`config.mk`:
```
export PLATFORM = sky130hd
export DESIGN_NAME = fifo_share_ctrl
export DESIGN_NICKNAME = d
export VERILOG_FILES = /design/src/rtl/fifo_share_ctrl.sv
export SDC_FILE = /design/constraint.sdc
export NUM_CORES = 1
export LEC_CHECK = 0
export CORE_ASPECT_RATIO = 1.2
export CORE_MARGIN = 10
export CORE_UTILIZATION = 33
export DETAILED_ROUTE_END_ITERATION = 10
export HOLD_SLACK_MARGIN = 0.05
export PLACE_DENSITY = 0.79
export REMOVE_ABC_BUFFERS = 1
export SYNTH_ARGS = -nofsm -noshare
export SYNTH_HDL_FRONTEND = slang
export SYNTH_SLANG_ARGS = --single-unit
```
`constraint.sdc`:
```
create_clock -name CLK -period 2.1 [get_ports CLK]
set_clock_uncertainty 0.15 [all_clocks]
set_input_delay 0.63 -clock CLK [delete_from_list [all_inputs] [get_ports CLK]]
set_output_delay 0.63 -clock CLK [all_outputs]
set_load 0.1 [all_outputs]
```
`src/rtl/fifo_share_ctrl.sv`:
```
// fifo_share_ctrl
//
// Shares one DEEP-entry shift-register FIFO between two write requesters (A, B)
// and a single downstream consumer. Writes are arbitrated round-robin and gated on
// free space; reads are gated on occupancy. The FIFO's one-cycle registered read
// latency is absorbed into a registered valid/ready output stage.
//
// Ports
//   CLK, RSTn            clock (rising edge), asynchronous active-low reset
//   A_Req_i/A_Data_i     requester A word, held until A_Ack_o
//   A_Ack_o              combinational, high in the cycle A's word is written
//   B_Req_i/B_Data_i     requester B word, held until B_Ack_o
//   B_Ack_o              combinational, high in the cycle B's word is written
//   Write_Req_o          FIFO write strobe (combinational)
//   FIFO_Write_Data_o    granted requester's word, 0 with no grant
//   Read_Req_o           FIFO read strobe (combinational from state)
//   FIFO_Read_Data_i     FIFO head word, valid the cycle after Read_Req_o
//   Left_Sig_i           FIFO free slots (DEEP = empty, 0 = full)
//   Out_Valid_o          registered, Out_Data_o holds a word
//   Out_Data_o           registered output word
//   Out_Ready_i          consumer accepts when Out_Valid_o && Out_Ready_i

module fifo_share_ctrl #(
    parameter int unsigned DEEP = 4,
    parameter int unsigned DW   = 16,
    localparam int unsigned LW  = $clog2(DEEP + 1)
) (
    input  logic          CLK,
    input  logic          RSTn,
    input  logic          A_Req_i,
    input  logic [DW-1:0] A_Data_i,
    output logic          A_Ack_o,
    input  logic          B_Req_i,
    input  logic [DW-1:0] B_Data_i,
    output logic          B_Ack_o,
    output logic          Write_Req_o,
    output logic [DW-1:0] FIFO_Write_Data_o,
    output logic          Read_Req_o,
    input  logic [DW-1:0] FIFO_Read_Data_i,
    input  logic [LW-1:0] Left_Sig_i,
    output logic          Out_Valid_o,
    output logic [DW-1:0] Out_Data_o,
    input  logic          Out_Ready_i
);

    typedef enum logic [1:0] {
        StIdle,
        StWait,
        StHold
    } state_e;

    state_e        state_q, state_d;
    logic          pri_q, pri_d;
    logic          out_valid_q, out_valid_d;
    logic [DW-1:0] out_data_q, out_data_d;

    logic can_wr, can_rd;
    logic gnt_a, gnt_b;
    logic rd_req;

    assign can_wr = (Left_Sig_i != '0);
    assign can_rd = (Left_Sig_i != LW'(DEEP));

    // Grants are masked during reset so no requester sees an Ack while RSTn is low.
    // pri_q picks the winner only when both requesters are active.
    assign gnt_a = RSTn && can_wr && A_Req_i && (!B_Req_i || !pri_q);
    assign gnt_b = RSTn && can_wr && B_Req_i && (!A_Req_i || pri_q);

    assign A_Ack_o           = gnt_a;
    assign B_Ack_o           = gnt_b;
    assign Write_Req_o       = gnt_a || gnt_b;
    assign FIFO_Write_Data_o = gnt_a ? A_Data_i : (gnt_b ? B_Data_i : '0);

    // After a grant, priority passes to the requester that lost (or was idle).
    always_comb begin
        pri_d = pri_q;
        if (gnt_a) begin
            pri_d = 1'b1;
        end else if (gnt_b) begin
            pri_d = 1'b0;
        end
    end

    // Read FSM: Idle issues a read, Wait captures the FIFO's registered head word,
    // Hold presents it until the consumer takes it (and may chain the next read).
    always_comb begin
        state_d     = state_q;
        rd_req      = 1'b0;
        out_valid_d = out_valid_q;
        out_data_d  = out_data_q;
        unique case (state_q)
            StIdle: begin
                if (can_rd) begin
                    rd_req  = 1'b1;
                    state_d = StWait;
                end
            end
            StWait: begin
                out_data_d  = FIFO_Read_Data_i;
                out_valid_d = 1'b1;
                state_d     = StHold;
            end
            StHold: begin
                if (Out_Ready_i) begin
                    out_valid_d = 1'b0;
                    if (can_rd) begin
                        rd_req  = 1'b1;
                        state_d = StWait;
                    end else begin
                        state_d = StIdle;
                    end
                end
            end
            default: begin
                state_d = StIdle;
            end
        endcase
    end

    assign Read_Req_o  = RSTn && rd_req;
    assign Out_Valid_o = out_valid_q;
    assign Out_Data_o  = out_data_q;

    always_ff @(posedge CLK or negedge RSTn) begin
        if (!RSTn) begin
            state_q     <= StIdle;
            pri_q       <= 1'b0;
            out_valid_q <= 1'b0;
            out_data_q  <= '0;
        end else begin
            state_q     <= state_d;
            pri_q       <= pri_d;
            out_valid_q <= out_valid_d;
            out_data_q  <= out_data_d;
        end
    end

endmodule

```
Yosys cells after proc, flatten, opt, wreduce, memory -nomap -nowiden

Index checks and enable logic that the tools add are counted.

Bits in registers: 20
Bits in latches: 0
Memory bits (writable): 0
Bits in read-only memories: 0
Input port bits: 56
Output and inout port bits: 37
Logic and storage cells: 40
Memories: 0

$add $sub $neg: 0
Multipliers: 0
Divide/modulo/power cells: 0
$lt $le $gt $ge: 0
Equality and inequality tests: 5
Shift-type cells: 0
Mux-type cells: 13
Bitwise operators: 0
Reduce and logical (&&, ||, !) cells: 18

Operators with widths:

| cell                                                            | number |
|---|---|
| 16-bit 2-to-1 mux                                               | 2 |
| 1-bit logical AND                                               | 6 |
| 1-bit 2-to-1 mux                                                | 6 |
| 2-bit case mux with 3 select lines                              | 1 |
| 2-bit 2-to-1 mux                                                | 2 |
| 2-bit inequality test, second input constant                    | 2 |
| 1-bit case mux with 2 select lines                              | 2 |
| 2-bit AND reduction                                             | 2 |
| 2-bit nonzero test                                              | 2 |
| 1-bit zero test                                                 | 3 |
| 1-bit logical OR                                                | 3 |
| 3-bit inequality test, second input constant                    | 1 |
| 3-bit nonzero test                                              | 1 |
| 2-bit by 1-bit == test with 1-bit output, second input constant | 1 |
| 2-bit == test, second input constant                            | 1 |
| 2-bit zero test                                                 | 1 |

Logic depth before layout (Yosys ltp)

Depth in word-level cells: 6
Mapped depth: 6
Depth with buffers taken out: 3

Worst setup path after synthesis

No wires, ideal clock.

Path type: input -> output
Start point: input port A_Req_i
End point: output port A_Ack_o
Data arrival time: 3253 ps
Path slack: -1933 ps
Stages on the path: 4
Path through: buf_2 > buf_2 > inv_1 > a211oi_1

Longest elaborated chain between the ends: 2

Ends and longest elaborated chain:

| what                           | line | RTL |
|---|---|---|
| start, declared                | 30   | `input logic A_Req_i,` |
| 1-bit logical AND (2 in a row) | 66   | `assign gnt_a = RSTn && can_wr && A_Req_i && (!B_Req_i \|\| !pri_q);` |
| end, declared                  | 32   | `output logic A_Ack_o,` |

Every way passes these cells.

Worst setup path in the final report

Start point: input port B_Req_i
End point: output port FIFO_Write_Data_o[0]

Longest elaborated chain between the ends: 4

Ends and longest elaborated chain:

| what                                                   | line   | RTL |
|---|---|---|
| start, declared                                        | 33     | `input logic B_Req_i,` |
| 1-bit logical AND or 1-bit zero test (tied branches)   | 67, 66 |  |
| 1-bit logical AND or 1-bit logical OR (tied branches)  | 67, 66 |  |
| 16-bit 2-to-1 mux or 1-bit logical AND (tied branches) | 72, 66 |  |
| 16-bit 2-to-1 mux *                                    | 72     | `assign FIFO_Write_Data_o = gnt_a ? A_Data_i : (gnt_b ? B_Data_i : '0);` |
| end, declared                                          | 37     | `output logic [DW-1:0] FIFO_Write_Data_o,` |

Mark *: on every way between the ends. The rest lies on a longest branch, timed or not.

==> results.md <==
- Dividing total power by cell area gives a power density of about 1400 mW/mm2.
- In this run the count of I/O pins placed on the die edge is 93.
- The final critical path time including I/O delays and setup is ~2.4 ns.
- At the pin with the least slew margin, the transition time is around 0.6 ns.
- Of the cells placed in the final design, the portion with a size suffix greater than 1 is 0.599.
- The global routing usage summed across all routing layers is 0.193.
- The flow ran to the end, but the final reports show violations.
- The final global-route overflow total is 0.
- The critical path required time is about 1.3 ns.
- The number of placement rows is 24.
- TritonCTS built the clock tree.
- Counting distinct cell types in the post-synthesis netlist gives 24.
- The average via count per standard cell is 5.73.
- Summing all multi-input logic gate instances after layout gives just over 900 um2.
- After routing the design area is between 0.003 and 0.004 mm2.
- Yosys printed 0 warnings.
- The maximum operating frequency is approximately 420 MHz.
- The post-detailed-route wirelength per cell is 29.0 um.
- Walking the worst path, the cells encountered are buf_12 -> clkinvlp_4 -> o211ai_1 -> a21oi_4 -> buf_12.
- The pin count of the biggest net entering global routing is 22.
- Across the VDD grid, the largest voltage drop is about 1.3 mV.
- The root cell of the clock tree is sky130_fd_sc_hd__clkbuf_8.
- The weighted congestion reported at the end of routability-driven placement is about 0.84.
- The clock-pin slew on the worst setup and hold paths is about 0.080 ns.
- Of the available clock period, the critical path in the final layout requires 1.14.
- The detailed router's first-iteration violation count is roughly 170.
- The max-slew headroom at the worst pin is 0.602.
- In the final timing run, aggregate negative setup slack is -4.85 ns.
- The biggest cell delay along the critical path is around 0.41 ns.
- The final reports fail on setup timing.
- The total die area is between 0.006 and 0.007 mm2.
- The layout overhead on the synthesized area is 180%.
- The first detailed-routing pass ran for 4 iterations.
- Clock latency on the worst-skew pair, taken at its later pin, is ~0.25 ns.
- For this configuration, the core starts out at a cell density of 0.337.
- The worst register-to-register path has a depth of 2.
- The critical path class is primary input to output pin.
- The dominant cell type by count on the critical path is sky130_fd_sc_hd__buf_12.
- CTS built an H-tree with a depth of 1.
- The synthesized area per cell is 10.3 um2.
- The critical path startpoint category is a primary input.
- At the end of the flow, the number of nets in the layout was 294.
- Yosys mapped a number of flops with a built-in enable equal to 0.
- The setup slack of the most critical reg-to-reg path is between 0.3 and 0.4 ns.
- The slowest stage of the critical path belongs to the cell sky130_fd_sc_hd__o211ai_1.
- The total count of hold-check failures in the final report is 0.
- Summing all flip-flop and latch instances after layout gives between 500 and 600 um2.
- The number of CTS-inserted buffers is 3.
- The number of global-route vias before repair came to 1690.
- The maximum fanout along the worst path is 6.
- The total number of vias is 1611.
- The vertical die dimension is between 80 and 90 um.
- The quantity of I/O buffers inserted on ports is 92.
- The HPWL after detailed placement is ~3900 um.
- The instance count on the critical path is 5.
- The initial antenna violation count is 4.
- The max-slew violation count is 0.
- In this run the worst hold path is classified as primary input to asynchronous set/reset pin.
- After synthesis the netlist holds a flip-flop and latch count of 20.
- The final number of setup-violating endpoints is 20.
- The family with the most delay on the worst path is compound AO/OA/AOI/OAI gates.
- The fraction of synthesis flops using an asynchronous set or reset pin is 1.00.
- For this design the static power due to leakage is between 1 and 1.5 nW.
- The sequential element share of the synthesized area is 0.415.
- Synthesis handed over a netlist of roughly 120 instances.
- The arrival time of the worst setup path is ~1.6 ns.
- The routed wire length is approximately 8200 um.
- In the synthesized netlist the dominant register cell turns out to be sky130_fd_sc_hd__dfrtp_1.
- The die is 75.2 um wide.
- The filler cell count in the final layout is 96.
- The clock passes through at most 2 buffers.
- The number of max-cap violations is 0.
- Summing every instance area after synthesis gives 0.00120 mm2.
- The clock net sink count is 20.
- Setup repair after global routing could not meet its margin everywhere.
- In the post-route analysis, the smallest setup slack over all paths is -0.295 ns.
- The number of DRC violations after detailed routing is 0.
- The post-route antenna net violation count is 0.
- The critical path contains buffers and inverters numbering 3 combined.
- The core region is roughly 0.0036 mm2.
- The first global-routing pass estimated 9710 um of wire.
- The worst setup path is captured at an output pin.
- The standard cell area after detailed placement is between 0.002 and 0.003 mm2.
## per-stage QoR
| step | power [mW] | utilization | hold WS (ns) | cells | setup WS, ns |
|---|---|---|---|---|---|
| after floorplan | 2.64 | - | 0.184 | 105 | -1.97 |
| after global placement | 3.86 | 0.715 | 0.360 | 244 | -0.624 |
| after detailed placement | 3.90 | 0.715 | 0.380 | 244 | -0.645 |
| after CTS | 4.49 | 0.878 | 0.220 | 274 | -0.294 |
| after global routing | 4.72 | 0.942 | 0.218 | 279 | -0.315 |
| final | 4.61 | 0.943 | 0.210 | 281 | -0.295 |
## registers in the layout, summed over array words and instances, names as in the netlist
| signal | flops |
|---|---|
| Out_Data_o | 16 |
| state_q | 2 |
| pri_q | 1 |
| Out_Valid_o | 1 |
## area by class of cell
class | instances | area share
multi-input combinational | 81 | 0.277
antenna | 5 | 0.00371
clock buffer | 3 | 0.0122
inverter | 4 | 0.00594
sequential | 20 | 0.148
clock inverter | 1 | 0.00891
tap | 39 | 0.0145
timing repair buffer | 126 | 0.525
timing repair inverter | 2 | 0.00445
## cell families after synthesis
family	Yosys count	share of synthesized area
buf+inv	16	0.0883
mux	16	0.178
flops	20	0.415
simple gates	25	0.112
compound gates	40	0.207
## power breakdown
part | total [mW] | leakage, nW | switching, mW | internal [mW]
sequential | 0.832 | 0.234 | 0.252 | 0.580
combinational | 3.40 | 1.20 | 2.05 | 1.35
clock | 0.380 | 0.0357 | 0.126 | 0.254
## per-layer routing
layer | GRT usage | vias to the layer above | part of all wire
li1 | - | 684 | -
met4 | 0.0372 | 0 | 0.025
met2 | 0.327 | 129 | 0.45
met1 | 0.222 | 778 | 0.38
met5 | 0 | - | 0
met3 | 0.0801 | 20 | 0.14
## placed cells by master, fill, tap and decap left out, drive strengths merged
| master | count |
|---|---|
| clkbuf | 4 |
| diode | 5 |
| bufinv | 1 |
| and2 | 1 |
| nor2b | 1 |
| nand3 | 16 |
| o21ai | 3 |
| clkinvlp | 2 |
| clkdlybuf4s50 | 17 |
| nor3b | 1 |
| inv | 4 |
| a211oi | 1 |
| or2 | 1 |
| dlymetal6s2s | 12 |
| a221oi | 1 |
| nand2 | 1 |
| o31ai | 1 |
| buf | 77 |
| dlygate4sd2 | 19 |
| nand2b | 1 |
| a21oi | 18 |
| nor2 | 3 |
| o211ai | 16 |
| mux2 | 16 |
| dfrtp | 20 |
## Yosys cell counts, types with 2 or more instances
| library cell | number | area share |
|---|---|---|
| sky130_fd_sc_hd__a21oi_1 | 18 | 0.075 |
| sky130_fd_sc_hd__buf_2 | 6 | 0.025 |
| sky130_fd_sc_hd__buf_4 | 2 | 0.012 |
| sky130_fd_sc_hd__buf_6 | 2 | 0.019 |
| sky130_fd_sc_hd__dfrtp_1 | 20 | 0.42 |
| sky130_fd_sc_hd__inv_1 | 3 | 0.0093 |
| sky130_fd_sc_hd__mux2_2 | 7 | 0.065 |
| sky130_fd_sc_hd__mux2_4 | 9 | 0.11 |
| sky130_fd_sc_hd__nand3_1 | 16 | 0.066 |
| sky130_fd_sc_hd__nor2_1 | 3 | 0.0093 |
| sky130_fd_sc_hd__o211ai_1 | 16 | 0.10 |
| sky130_fd_sc_hd__o21ai_0 | 3 | 0.012 |
## repair_timing
action                     CTS  global route
hold buffers                 0             0
cloned                       9             2
buffers inserted            18             4
setup endpoints to repair   20            20
pin swaps                   25            28
resized for setup          119            53
## final timing paths
kind | from | to
worst max-delay path | B_Req_i | FIFO_Write_Data_o[0]
worst min-delay path | RSTn | Out_Data_o[14]$_DFFE_PN0P_
worst max register to register | state_q[0]$_DFFE_PN0P_ | Out_Data_o[10]$_DFFE_PN0P_
worst min register to register | state_q[0]$_DFFE_PN0P_ | state_q[0]$_DFFE_PN0P_
max in group asynchronous | RSTn | Out_Data_o[11]$_DFFE_PN0P_
min in group CLK | state_q[0]$_DFFE_PN0P_ | state_q[0]$_DFFE_PN0P_
Note: power is estimated with default switching activity, not from simulation.
